`src/rtl/key_event_queue.sv`:
```
// rtl/key_event_queue.sv - debounced key pulses to a show-ahead FIFO of key codes
// Define KEY_DBL_EN to tag repeated presses of one key inside DBL_TIME as double presses.
module key_event_queue #(
   parameter int KEY_W    = 4,
   parameter int CODE_W   = 2,
   parameter int AW       = 3,
   parameter int DBL_TIME = 25000000
) (
   input  logic              clk,
   input  logic              rst_n,
   input  logic [KEY_W-1:0]  key_vld,
   output logic              evt_vld,
   input  logic              evt_rdy,
   output logic [CODE_W-1:0] evt_code,
   output logic              evt_dbl,
   output logic [AW:0]       evt_cnt,
   output logic              ovf,
   input  logic              ovf_clr
);
   localparam int DEPTH = 1 << AW;
`ifdef KEY_DBL_EN
   localparam int EW = CODE_W + 1;
   localparam int TW = $clog2(DBL_TIME + 1);
`else
   localparam int EW = CODE_W;
`endif

   logic [KEY_W-1:0]  pend_q, pend_d, sel, grant;
   logic [CODE_W-1:0] grant_code;
   logic [EW-1:0]     mem_q [DEPTH];
   logic [EW-1:0]     mem_d [DEPTH];
   logic [AW:0]       wr_ptr_q, wr_ptr_d, rd_ptr_q, rd_ptr_d, cnt_q, cnt_d;
   logic              ovf_q, ovf_d;
   logic [EW-1:0]     wr_ent, head;
   logic              full, push, pop;

   // Scan from the top so the lowest pending key ends up selected.
   always_comb begin
      sel        = '0;
      grant_code = '0;
      for (int i = KEY_W - 1; i >= 0; i--) begin
         if (pend_q[i]) begin
            sel        = '0;
            sel[i]     = 1'b1;
            grant_code = CODE_W'(i);
         end
      end
   end

   assign full  = (cnt_q == (AW+1)'(DEPTH));
   assign pop   = evt_vld & evt_rdy;
   assign push  = (|pend_q) & (~full | pop);
   assign grant = push ? sel : '0;

`ifdef KEY_DBL_EN
   logic [TW-1:0]     tmr_q, tmr_d;
   logic [CODE_W-1:0] last_q, last_d;
   logic              dbl_hit;

   // tmr_q holds (cycles since last grant - 1), so a gap of exactly DBL_TIME is not a double.
   always_comb begin
      dbl_hit = (tmr_q < TW'(DBL_TIME - 1)) && (grant_code == last_q);
      tmr_d   = tmr_q;
      last_d  = last_q;
      if (push) begin
         tmr_d  = '0;
         last_d = grant_code;
      end else if (tmr_q < TW'(DBL_TIME)) begin
         tmr_d = tmr_q + TW'(1);
      end
   end

   always_ff @(posedge clk or negedge rst_n) begin
      if (!rst_n) begin
         tmr_q  <= TW'(DBL_TIME);
         last_q <= '0;
      end else begin
         tmr_q  <= tmr_d;
         last_q <= last_d;
      end
   end

   assign wr_ent  = {dbl_hit, grant_code};
   assign evt_dbl = head[EW-1];
`else
   logic unused_dbl_time;
   assign unused_dbl_time = |DBL_TIME;
   assign wr_ent  = grant_code;
   assign evt_dbl = 1'b0;
`endif

   always_comb begin
      pend_d   = (pend_q & ~grant) | key_vld;
      mem_d    = mem_q;
      wr_ptr_d = wr_ptr_q;
      rd_ptr_d = rd_ptr_q;
      cnt_d    = cnt_q;
      ovf_d    = ovf_q;
      if (push) begin
         mem_d[wr_ptr_q[AW-1:0]] = wr_ent;
         wr_ptr_d                = wr_ptr_q + (AW+1)'(1);
      end
      if (pop) begin
         rd_ptr_d = rd_ptr_q + (AW+1)'(1);
      end
      if (push && !pop) begin
         cnt_d = cnt_q + (AW+1)'(1);
      end else if (pop && !push) begin
         cnt_d = cnt_q - (AW+1)'(1);
      end
      // A press on a key already pending and not granted now is merged away.
      if (|(key_vld & pend_q & ~grant)) begin
         ovf_d = 1'b1;
      end else if (ovf_clr) begin
         ovf_d = 1'b0;
      end
   end

   always_ff @(posedge clk or negedge rst_n) begin
      if (!rst_n) begin
         pend_q   <= '0;
         wr_ptr_q <= '0;
         rd_ptr_q <= '0;
         cnt_q    <= '0;
         ovf_q    <= 1'b0;
         for (int i = 0; i < DEPTH; i++) begin
            mem_q[i] <= '0;
         end
      end else begin
         pend_q   <= pend_d;
         wr_ptr_q <= wr_ptr_d;
         rd_ptr_q <= rd_ptr_d;
         cnt_q    <= cnt_d;
         ovf_q    <= ovf_d;
         mem_q    <= mem_d;
      end
   end

   assign head     = mem_q[rd_ptr_q[AW-1:0]];
   assign evt_code = head[CODE_W-1:0];
   assign evt_vld  = (cnt_q != '0);
   assign evt_cnt  = cnt_q;
   assign ovf      = ovf_q;

endmodule

```
`config.mk`:
```
export PLATFORM = sky130hd
export DESIGN_NAME = key_event_queue
export DESIGN_NICKNAME = d
export VERILOG_FILES = /design/src/rtl/key_event_queue.sv
export SDC_FILE = /design/constraint.sdc
export NUM_CORES = 1
export LEC_CHECK = 0
export CAP_MARGIN = 20
export CORE_MARGIN = 1
export CORE_UTILIZATION = 55
export DETAILED_ROUTE_END_ITERATION = 12
export MAX_ROUTING_LAYER = met4
export PLACE_DENSITY = 0.87
export SLEW_MARGIN = 20
export SYNTH_ARGS = -nofsm -noshare
export SYNTH_HDL_FRONTEND = slang
export SYNTH_SLANG_ARGS = --single-unit
```
`constraint.sdc`:
```
create_clock -name clk -period 4 [get_ports clk]
set_input_delay 0.8 -clock clk [delete_from_list [all_inputs] [get_ports clk]]
set_output_delay 0.8 -clock clk [all_outputs]
set_load 0.02 [all_outputs]
```
==> impl_summary.md, run 1 <==
Global route
Global routing finished with a remaining overflow of 0. The global-route wire length before repair is 6.10 mm. In the global route stage, overall resource usage came out at 24.7%. The maximum number of pins on one net before global-route repair is 32. The initial antenna violation count is 0. The via count of the first global-routing pass was 1248.

Pwr
In this run the static leakage power is 0.852 nW. The internal cell power is 0.932 mW. The total power per unit cell area is 749 nW/um2. For this design the total switching power over the nets is 0.602 mW. The share of total power in the clock network is 12.1%. The worst vdd rail ir drop is 460 uV.

Registers are responsible for 39.6% of the overall power. Of the total power, the share spent switching nets is 39.3%. Combinational logic is responsible for 48.3% of the overall power.

Final layout
In the final layout, the multi-input gates occupy 991 um2. The fraction of final layout cells with drive strength greater than 1 is 26.3%. The area growth from synthesis to final layout is 11.7%. The final standard cell utilization of the core is 66.0%. The number of antenna diodes in the final layout is 0.

After the last flow step, the layout net total stands at 170. Registers take 776 um2. The layout filler cell count is 247.

Routing
The DRC marker count from the first detailed-route iteration is 39. The first TritonRoute pass finished after 4 iterations. For this run, design rule violations remaining after detail routing come to 0. The via count is 1205. In this run the remaining antenna-violating nets after routing total 0. The detailed-route wire length per cell is 17.4 um. The total detailed-routing wirelength is 3.47 mm. After detailed routing, the number of vias per cell comes to 6.03.

Synthesis
After synthesis, flip-flops and latches occupy 42.3% of the total area. The number of flip-flops and latches in the synthesized netlist is 31. The number of flops mapped to enable cells by yosys is 0.

The number of warnings reported in the yosys synthesis log is 0. The net count of the mapped netlist is 156. The library cell with the highest instance count after synthesis is sky130_fd_sc_hd__dfrtp_1. The most used flip-flop cell after synthesis is sky130_fd_sc_hd__dfrtp_1. A synthesized cell averages 12.9 um2. Yosys attributes the largest share of cell area to sky130_fd_sc_hd__dfrtp_1 42%, sky130_fd_sc_hd__mux2_1 7.4%, sky130_fd_sc_hd__mux2_4 4.9%, sky130_fd_sc_hd__mux4_2 4.9%, sky130_fd_sc_hd__ha_1 3.4%. Yosys mapped the design onto 52 distinct sky130hd cell types.

Of all flip-flops after synthesis, the portion carrying an async set or reset was 100%. Of all cell types, the one taking the most synthesized area is sky130_fd_sc_hd__dfrtp_1. By count the netlist is led by 31 x sky130_fd_sc_hd__dfrtp_1, 12 x sky130_fd_sc_hd__mux2_1, 6 x sky130_fd_sc_hd__mux2_4, 5 x sky130_fd_sc_hd__clkbuf_1, 5 x sky130_fd_sc_hd__ha_1. The share of synthesized area in the top cell type comes to 42.3%.

In the synthesized netlist, the number of instances is 142. The cell area that synthesis handed to floorplanning was 1830 um2.

STA
At the pin with the least slew margin, the transition time is 0.708 ns. Setup violations remaining at the end of the flow were counted as 0. Setup repair after global routing left no endpoint under its margin. The total count of hold-check failures in the final report is 0. The worst-case hold slack is 0.494 ns.

The max-slew headroom at the worst pin is 52.7%. On the final layout, the worst clock skew is 0.00175 ns. The final count of pins violating max slew is 0.

After layout, the worst setup slack is 0.612 ns. The post-route clock period utilization is 84.7%. The highest clock rate is 295 MHz. After routing, the total negative slack on setup checks comes to 0 ns.

After layout, the minimum clock period comes to 3.39 ns.

CTS
The H-tree generated during clock tree synthesis spans 2 levels. After clock tree synthesis, the clock-pin slew on the worst setup and hold paths is 0.09 ns. The post-cts sizing count is 0. Counting the buffers created by CTS gives 5.

The number of hold-repair buffers added at the cts stage is 0. The tree is rooted in a sky130_fd_sc_hd__clkbuf_4. The TritonCTS clock tree is built. The clock sink count is 31. At the later pin of the worst-skew pair, clock insertion delay measures 0.33 ns. The number of post-CTS setup repair buffers is 0. The buffer levels on the longest clock path is 2.

Critical path
The critical path is of the input pin to register type. The signal on the critical path passes through clkdlybuf4s50_1 -> nor2b_1 -> a21oi_2 -> ha_1 -> inv_1 -> ha_1 -> or4_1 -> o211ai_1 -> o211ai_1. STA classifies the critical path endpoint as a register.

At the worst endpoint, the required time is 4.21 ns. Grouping stages by cell kind, the critical path spends the most delay in simple AND/OR/NAND/NOR gates. The startpoint type of the worst setup path is an input pin. The cell with the biggest individual delay on the critical path is sky130_fd_sc_hd__nor2b_1.

The critical path contains buffers and inverters numbering 2 combined. Of all nets on the critical path, the largest fanout is 8. Data on the critical path arrives at its endpoint at 3.60 ns. The longest individual stage delay on the worst path is 0.59 ns.

Place
OpenSTA, run right after detailed placement, puts the worst setup slack at 0.297 ns. The count of input and output buffers is 15. The estimated wirelength of the detail-placed design is 2.58 mm. The global placement routability congestion is 0.764.

Floorplanning
The core area is 3100 um2. The die width is 59.7 um. The number of top-level design ports is 17. In this run the core area contains 20 standard-cell rows. The floorplan die area is 3570 um2.

The chip height is 59.7 um. The starting density of the core is 59.0%.

Run
The number of max-cap violations is 0.

Min path
The worst min-delay path class is register to register.

Status
The run finished with clean final reports.
-- stage by stage --
step | cell area, um2 | instances | power, mW
after floorplan | 1830 | 142 | 1.14
after global placement | 1990 | 193 | 1.30
after detailed placement | 1990 | 193 | 1.36
after CTS | 2050 | 200 | 1.55
after global routing | 2050 | 200 | 1.65
final | 2050 | 200 | 1.53
-- kinds of logic after synthesis --
kind of cell / share of synthesized area, %
xor+xnor: 2.87
other cells: 0.205
compound gates: 15.8
flops: 42.3
buf+inv: 3.55
simple gates: 11.1
mux: 19.6
fa+ha+maj: 4.51
-- area by class of cell --
type	instances	area share [%]
Timing Repair Buffer	16	7.70
Clock inverter	1	0.244
Inverter	3	0.550
Tap cell	44	2.69
Clock buffer	6	2.51
Sequential cell	31	37.9
Multi-Input combinational cell	99	48.4
-- flip-flops by register name, indices dropped and copies added, names as in the netlist --
signal	cells
wr_ptr_q	3
evt_cnt	4
ovf	1
rd_ptr_q	3
pend_q	4
mem_q	16
-- layer usage --
| layer | vias to the layer above | wire length, um | GRT usage (%) |
|---|---|---|---|
| li1 | 565 | - | - |
| met1 | 608 | 1620 | 32.4 |
| met2 | 25 | 1690 | 37.9 |
| met3 | 7 | 120 | 5.84 |
| met4 | 0 | 48 | 7.97 |
| met5 | - | 0 | - |
-- power by group through the flow --
stage	Clock, mW	Sequential, mW	Combinational, mW
2_1_floorplan	0	0.559	0.584
3_3_place_gp	0	0.597	0.708
3_5_place_dp	0	0.613	0.744
4_1_cts	0.189	0.609	0.748
5_1_grt	0.206	0.633	0.815
6_report	0.185	0.607	0.741
-- final timing paths --
kind | slack, ns | cells after the start | end | startpoint
hold / removal | 0.49 | 1 | mem_q[15] | mem_q[15]
setup / recovery | 0.61 | 9 | evt_cnt[3] | evt_rdy
hold reg to reg | 0.49 | 1 | mem_q[15] | mem_q[15]
min in group asynchronous | 0.85 | 2 | mem_q[5] | rst_n
max in group asynchronous | 2.87 | 2 | wr_ptr_q[1] | rst_n
setup reg to reg | 0.96 | 8 | evt_cnt[3] | evt_cnt[0]
-- cells in the final DEF (no fill, tap or decap), types with 2 or more instances in the layout --
cell type	Yosys	layout
sky130_fd_sc_hd__mux2_1	12	12
sky130_fd_sc_hd__a21oi_1	2	2
sky130_fd_sc_hd__mux2_2	3	3
sky130_fd_sc_hd__o211ai_2	4	4
sky130_fd_sc_hd__nor3_1	2	2
sky130_fd_sc_hd__clkdlybuf4s50_1	0	15
sky130_fd_sc_hd__clkbuf_4	0	5
sky130_fd_sc_hd__a211oi_2	4	4
sky130_fd_sc_hd__o211ai_1	3	3
sky130_fd_sc_hd__mux4_2	4	4
sky130_fd_sc_hd__inv_1	3	3
sky130_fd_sc_hd__nand2_1	2	2
sky130_fd_sc_hd__nor2_1	2	2
sky130_fd_sc_hd__or2_2	2	2
sky130_fd_sc_hd__mux2_4	6	6
sky130_fd_sc_hd__nand3b_1	4	4
sky130_fd_sc_hd__or3_1	2	2
sky130_fd_sc_hd__nand3_1	3	3
sky130_fd_sc_hd__a31oi_1	2	2
sky130_fd_sc_hd__xor2_1	2	2
sky130_fd_sc_hd__dfrtp_1	31	31
sky130_fd_sc_hd__o21ai_0	2	2
sky130_fd_sc_hd__ha_1	5	5
sky130_fd_sc_hd__xnor2_1	4	4
sky130_fd_sc_hd__nor3b_1	3	3
sky130_fd_sc_hd__a21o_1	2	2
Power figures use the tool's default switching activity.
==> run 2: changes to the inputs <==
- CORE_UTILIZATION: 55 -> 51
- PLACE_DENSITY: 0.87 -> 0.85
- clock period: 4 -> 3.1 ns (I/O delays scaled with it)
==> impl_summary.md, run 2 (synthesis gave the netlist of run 1 again) <==
Routing
The vias per cell is 5.89 (-2.2%). The detailed-route wire length per cell is 17.9 um (+3.2%). The first-pass iteration count of the detailed router is 4 (unchanged). The via count came to 1214 (+0.75%).

The total detailed-routing wirelength was 3.69 mm (+6.3%). The remaining antenna violation count after routing is 0 (unchanged). The post-route DRC violation count is 0 (unchanged). The DRC marker count from the first detailed-route iteration is 42 (+7.7%).

STA
Based on the critical path, the design can be clocked at up to 351 MHz. The max-slew headroom at the worst pin came to 64.7% (+12 points). The number of setup violations in the final report was 0 (unchanged). The total count of hold-check failures in the final report is 0 (unchanged). The final count of pins violating max slew is 0 (unchanged). The total negative slack for setup checks was 0 ns (unchanged). The transition time at the pin with the least slew margin came to 0.527 ns (-0.180 ns). The post-route clock period utilization is 92.0%.

Setup repair after global routing left no endpoint under its margin. The largest clock skew in the final design came to 0.0117 ns (+0.00998 ns). After layout, the minimum clock period comes to 2.85 ns.

Global route
The via count of the first global-routing pass is 1236 (-0.96%). The global-route wire length before repair was 5.87 mm (-3.7%). The total track usage came to 22.9% (-1.9 points).

The leftover overflow at the end of global routing came to 0 (unchanged). The maximum number of pins on one net before global-route repair is 32 (unchanged). The initial antenna violation count is 0 (unchanged).

Critical path
STA classifies the critical path endpoint as an output port. The data required time of the worst path is 2.48 ns (-1.73 ns). The maximum fanout count along the critical path is 6 (-2).

The buffers plus inverters on the worst setup path is 1 (-1). The critical path goes through mux4_2 -> mux2_2 -> clkdlybuf4s50_1. The family with the most delay on the worst path is multiplexers. The arrival time of the worst setup path is 2.23 ns (-1.37 ns). By startpoint and endpoint, the worst setup path is classified as register to output port. The longest individual stage delay on the worst path was 0.56 ns (-0.03 ns). The cell with the biggest individual delay on the critical path is sky130_fd_sc_hd__dfrtp_1. The startpoint type of the worst setup path is a register.

Floorplanning
The chip height is 61.9 um (+3.7%). The core area came to 3390 um2 (+9.2%). The number of top-level design ports is 17 (unchanged). The floorplan die area is 3840 um2 (+7.6%).

The number of core rows is 21 (+5.0%). The die width came to 61.9 um (+3.7%). The starting density of the core is 54.0% (-5.0 points).

Pwr
The internal cell power is 1.22 mW (+31%). The switching power share of the total is 39.3% (+0.044 points). The share of total power in the clock network is 11.7% (-0.4 points). The net switching power of the design came to 0.789 mW (+31%).

The worst vdd rail ir drop is 565 uV (+23%). The total power per unit cell area came to 966 nW/um2 (+29%). The sequential group share of total power is 39.9% (+0.3 points). The combinational fraction of design power was 48.4% (about the same). The leakage power came to 0.872 nW (+2.3%).

Final layout
The layout filler cell count is 271 (+9.7%). The library cell used most frequently in the layout, excluding fill and tap cells, is sky130_fd_sc_hd__dfrtp_1. mem_q holds more flip-flops than any other register. The final non-filler cell total was 206 (+3.0%). The final net count came to 174 (+2.4%). The fraction of final layout cells with drive strength greater than 1 is 28.1% (+1.8 points). The flip-flop count of the largest register, all copies and words added is 16 (unchanged). The post-route cell area is 2080 um2 (+1.6%). The antenna cell count came to 0 (unchanged). Leaving out fill and tap cells, the most frequent cells in the layout are 31 x sky130_fd_sc_hd__dfrtp_1, 15 x sky130_fd_sc_hd__clkdlybuf4s50_1, 12 x sky130_fd_sc_hd__mux2_1.

The final standard cell utilization of the core is 61.4% (-4.6 points). The area growth from synthesis to final layout is 13.5%.

Run
The number of max-cap violations is 0 (unchanged).

CTS
The clock insertion delay at the later pin of the skew report is 0.32 ns (about the same). The buffer levels on the longest clock path is 2 (unchanged). The post-cts sizing count is 0 (unchanged). TritonCTS built the clock tree. The number of post-CTS setup repair buffers is 0 (unchanged). The clock sink count is 31 (unchanged). In this run the clock root is driven by a sky130_fd_sc_hd__clkbuf_4.

The deepest level of the CTS H-tree is 2 (unchanged). The number of buffers inserted during clock tree synthesis came to 5 (unchanged). The clock slew at the register clock pins of the worst setup and hold paths is 0.10 ns (about the same).

The number of hold-repair buffers added at the cts stage is 0 (unchanged).

Status
The run finished with clean final reports.

Place
The global placement routability congestion is 0.780 (+2.0%). The cell area after placement came to 2020 um2 (+1.6%). The cell count after placement is 199 (+3.1%). The count of input and output buffers is 15 (unchanged).

The estimated wirelength of the detail-placed design is 2.73 mm (+5.9%).

Min path
In this run the worst hold path is classified as register to register.
-- run 2: path summary, 6_finish.rpt --
check,cells after the start,slack (ns),to,start
setup / recovery,3,0.25,evt_code[0],rd_ptr_q[0]
hold / removal,1,0.50,mem_q[8],mem_q[8]
setup reg to reg,8,0.37,evt_cnt[3],pend_q[2]
hold reg to reg,1,0.50,mem_q[8],mem_q[8]
max in group asynchronous,2,2.12,evt_cnt[2],rst_n
min in group asynchronous,2,0.68,mem_q[6],rst_n
-- run 2: worst reg2reg max path, cell delays in order (launching register included) --
cell and delay, ns:
sky130_fd_sc_hd__dfrtp_1 0.50, sky130_fd_sc_hd__nor4_4 0.51, sky130_fd_sc_hd__a21oi_2 0.10, sky130_fd_sc_hd__ha_1 0.24, sky130_fd_sc_hd__inv_1 0.14, sky130_fd_sc_hd__ha_1 0.31, sky130_fd_sc_hd__or4_1 0.54, sky130_fd_sc_hd__o211ai_1 0.13
sky130_fd_sc_hd__o211ai_1 0.12
-- run 2: power by group through the flow --
stage	clock, mW	combinational (mW)	sequential, mW
floorplan	0	0.753	0.721
global placement	0	0.932	0.777
detailed placement	0	0.976	0.805
CTS	0.244	0.981	0.800
global route	0.263	1.07	0.830
finish	0.236	0.972	0.800
-- run 2: final cells by class --
cell class,instances,area (um2),share of cell area [%]
well taps,46,57.6,2.77
repair buffers,20,188,9.03
clock buffers,6,51.3,2.47
inverters,3,11.3,0.542
clock inverters,1,5.00,0.241
multi-input cells,99,991,47.7
flip-flops and latches,31,776,37.3
-- run 2: through the flow --
step / power [mW] / hold slack (ns) / setup slack [ns]
after floorplan: 1.47 / 0.324 / 0.350
after global placement: 1.71 / 0.467 / 0.209
after detailed placement: 1.78 / 0.476 / 0.0407
after CTS: 2.03 / 0.499 / 0.219
after global routing: 2.16 / 0.529 / 0.125
final: 2.01 / 0.499 / 0.249
-- run 2: per-layer routing --
layer	vias up	GRT usage, %	wire, um
li1	575	-	-
met1	610	28.7	1690
met2	24	35.9	1810
met3	5	6.00	130
met4	0	7.62	57
met5	-	-	0
==> run 3: changes to the inputs <==
==> constraint.sdc (replaced) <==
create_clock -name clk -period 3.1 [get_ports clk]
set_input_delay 0.775 -clock clk [delete_from_list [all_inputs] [get_ports clk]]
set_output_delay 0.775 -clock clk [all_outputs]
set_load 0.02 [all_outputs]
==> impl_summary.md, run 3 (synthesis gave the netlist of run 1 again) <==
Pwr
The leakage power was 0.880 nW (+0.94%). The net switching power of the design is 0.781 mW (-1.0%). The combinational fraction of design power came to 49.0% (+0.6 points). The switching power share of the total came to 38.8% (-0.47 points). The final total power is 2.01 mW (+0.15%). The internal cell power is 1.23 mW (+0.93%). The sequential group share of total power is 39.4% (-0.5 points). The share of total power in the clock network is 11.7% (about the same).

The total power per unit cell area was 959 nW/um2 (-0.63%). The worst vdd rail ir drop was 547 uV (-3.1%).

Routing
The remaining antenna violation count after routing was 0 (unchanged). The post-route DRC violation count came to 0 (unchanged). The detailed-route wire length per cell is 17.0 um (-4.9%).

The DRC marker count from the first detailed-route iteration is 99 (+140%). The vias per cell is 5.92 (+0.51%). The total detailed-routing wirelength is 3.55 mm (-3.9%). The via count is 1232 (+1.5%). The first-pass iteration count of the detailed router was 4 (unchanged).

Critical path
The worst setup path category is register to output port. The worst setup path is launched from a register. The worst reg-to-reg path cell count was 8 (unchanged).

The endpoint class of the critical path is an output port. The arrival time of the worst setup path is 2.15 ns (-0.08 ns). The maximum fanout count along the critical path is 6 (unchanged). The start point of the critical path is rd_ptr_q[0]. The data required time of the worst path is 2.32 ns (-0.16 ns). The worst register-to-register path begins at evt_cnt[0].

Global route
The routing usage on met2 is 34.7% (-1.2 points). The global-route wire length before repair is 5.85 mm (-0.34%). The global-route met1 utilization is 28.5% (-0.21 points). The leftover overflow at the end of global routing is 0 (unchanged). The via count of the first global-routing pass is 1222 (-1.1%). The met3 global-route usage is 6.00% (unchanged).

The most heavily used metal layer in global routing is met2. The maximum number of pins on one net before global-route repair is 32 (unchanged). The total track usage is 22.5% (-0.34 points). The initial antenna violation count is 0 (unchanged).

STA
The final critical delay including setup and external delays is 2.92 ns (+0.0693 ns). The total count of hold-check failures in the final report is 0 (unchanged). Setup repair after global routing left no endpoint under its margin.

The max-slew headroom at the worst pin is 63.0% (-1.7 points). The largest clock skew in the final design is 0.00732 ns (-0.00440 ns). The highest clock rate came to 342 MHz (-2.4%).

The number of setup violations in the final report was 0 (unchanged). The final count of pins violating max slew came to 0 (unchanged). The post-route clock period utilization is 94.2% (+2.2 points). The total negative slack for setup checks was 0 ns (unchanged). The transition time at the pin with the least slew margin is 0.553 ns (+0.0258 ns).

Floorplanning
The number of core rows is 21 (unchanged). The chip height is 61.9 um (unchanged). The starting density of the core came to 54.0% (unchanged). The die width is 61.9 um (unchanged).

The number of top-level design ports is 17 (unchanged). The core area was 3390 um2 (unchanged). The floorplan die area was 3840 um2 (unchanged).

Final layout
The fraction of final layout cells with drive strength greater than 1 came to 29.6% (+1.5 points). The top cell types in the final layout, fill and taps aside, are 30 x sky130_fd_sc_hd__dfrtp_1, 15 x sky130_fd_sc_hd__clkdlybuf4s50_1, 12 x sky130_fd_sc_hd__mux2_1. The area of the multi-input gates came to 991 um2 (unchanged).

The post-route cell area is 2100 um2 (+0.78%). The register containing the most flip-flops in the final layout is mem_q. The final net count is 176 (+1.1%). The final non-filler cell total was 208 (+0.97%). The antenna cell count is 0 (unchanged).

The area growth from synthesis to final layout is 14.4%. The layout filler cell count is 260 (-4.1%). The flip-flop count of the largest register, all copies and words added is 16 (unchanged). The library cell used most frequently in the layout, excluding fill and tap cells, is sky130_fd_sc_hd__dfrtp_1. The storage element area is 777 um2 (+0.16%).

Place
The count of input and output buffers is 15 (unchanged). The cell area after placement is 2040 um2 (+0.74%). The global placement routability congestion is 0.828 (+6.3%). The estimated wirelength of the detail-placed design is 2.62 mm (-4.1%). The cell count after placement came to 201 (+1.0%).

CTS
TritonCTS built the clock tree. The number of hold-repair buffers added at the cts stage is 0 (unchanged). The clock insertion delay at the later pin of the skew report is 0.33 ns (about the same). The number of buffers inserted during clock tree synthesis is 5 (unchanged).

The clock sink count is 31 (unchanged). The buffer levels on the longest clock path is 2 (unchanged). The clock slew at the register clock pins of the worst setup and hold paths is 0.09 ns (about the same). The root buffer cell is sky130_fd_sc_hd__clkbuf_4. The deepest level of the CTS H-tree was 2 (unchanged).

Min path
The worst min-delay path class is register to register. The number of cells on the worst hold path was 1 (unchanged). The source of the worst hold timing path is mem_q[9].

Status
The run finished with clean final reports.

Run
The number of max-cap violations was 0 (unchanged).
[run 3: critical path, stage by stage, from the launching register on]
cell                              delay, ns
sky130_fd_sc_hd__dfrtp_2               0.49
sky130_fd_sc_hd__mux4_2                0.53
sky130_fd_sc_hd__mux2_2                0.27
sky130_fd_sc_hd__clkdlybuf4s50_1       0.53
[run 3: path summary, 6_finish.rpt]
check / to / slack [ns]
max in group asynchronous: rd_ptr_q[0] / 1.95
setup / recovery: evt_code[1] / 0.18
min in group asynchronous: rd_ptr_q[1] / 0.84
setup reg to reg: evt_cnt[3] / 0.38
hold / removal: mem_q[9] / 0.49
hold reg to reg: mem_q[9] / 0.49
[run 3: metal layers]
metal  routed length (um)  vias up
met5                    0        -
met4                   59        0
met3                  143        6
met2                 1730       33
met1                 1610      615
li1                     -      578
[run 3: through the flow]
stage          setup WS [ns]  util [%]  hold slack (ns)
5_1_grt               0.0800      61.8            0.510
6_report               0.180      61.8            0.490
2_1_floorplan          0.350         -            0.452
3_3_place_gp           0.184      60.1            0.462
4_1_cts               0.0521      61.8            0.495
3_5_place_dp          0.0575      60.1            0.474
[run 3: layout make-up]
cell class / count / area share [%]
Multi-Input combinational cell: 99 / 47.3
Clock inverter: 1 / 0.239
Sequential cell: 31 / 37.1
Tap cell: 46 / 2.75
Clock buffer: 6 / 2.45
Inverter: 3 / 0.537
Timing Repair Buffer: 22 / 9.67
[run 3: power by group through the flow]
stage / sequential, mW / combinational [mW] / clock (mW)
floorplan: 0.721 / 0.753 / 0
global placement: 0.779 / 0.940 / 0
detailed placement: 0.799 / 0.984 / 0
CTS: 0.791 / 0.991 / 0.242
global route: 0.827 / 1.09 / 0.256
finish: 0.792 / 0.984 / 0.234
[run 3: repair_timing]
| item | 4_1_cts | 5_1_grt |
|---|---|---|
| gates resized for setup | 0 | 1 |
| buffers inserted | 0 | 0 |
| setup endpoints to repair | 0 | 2 |
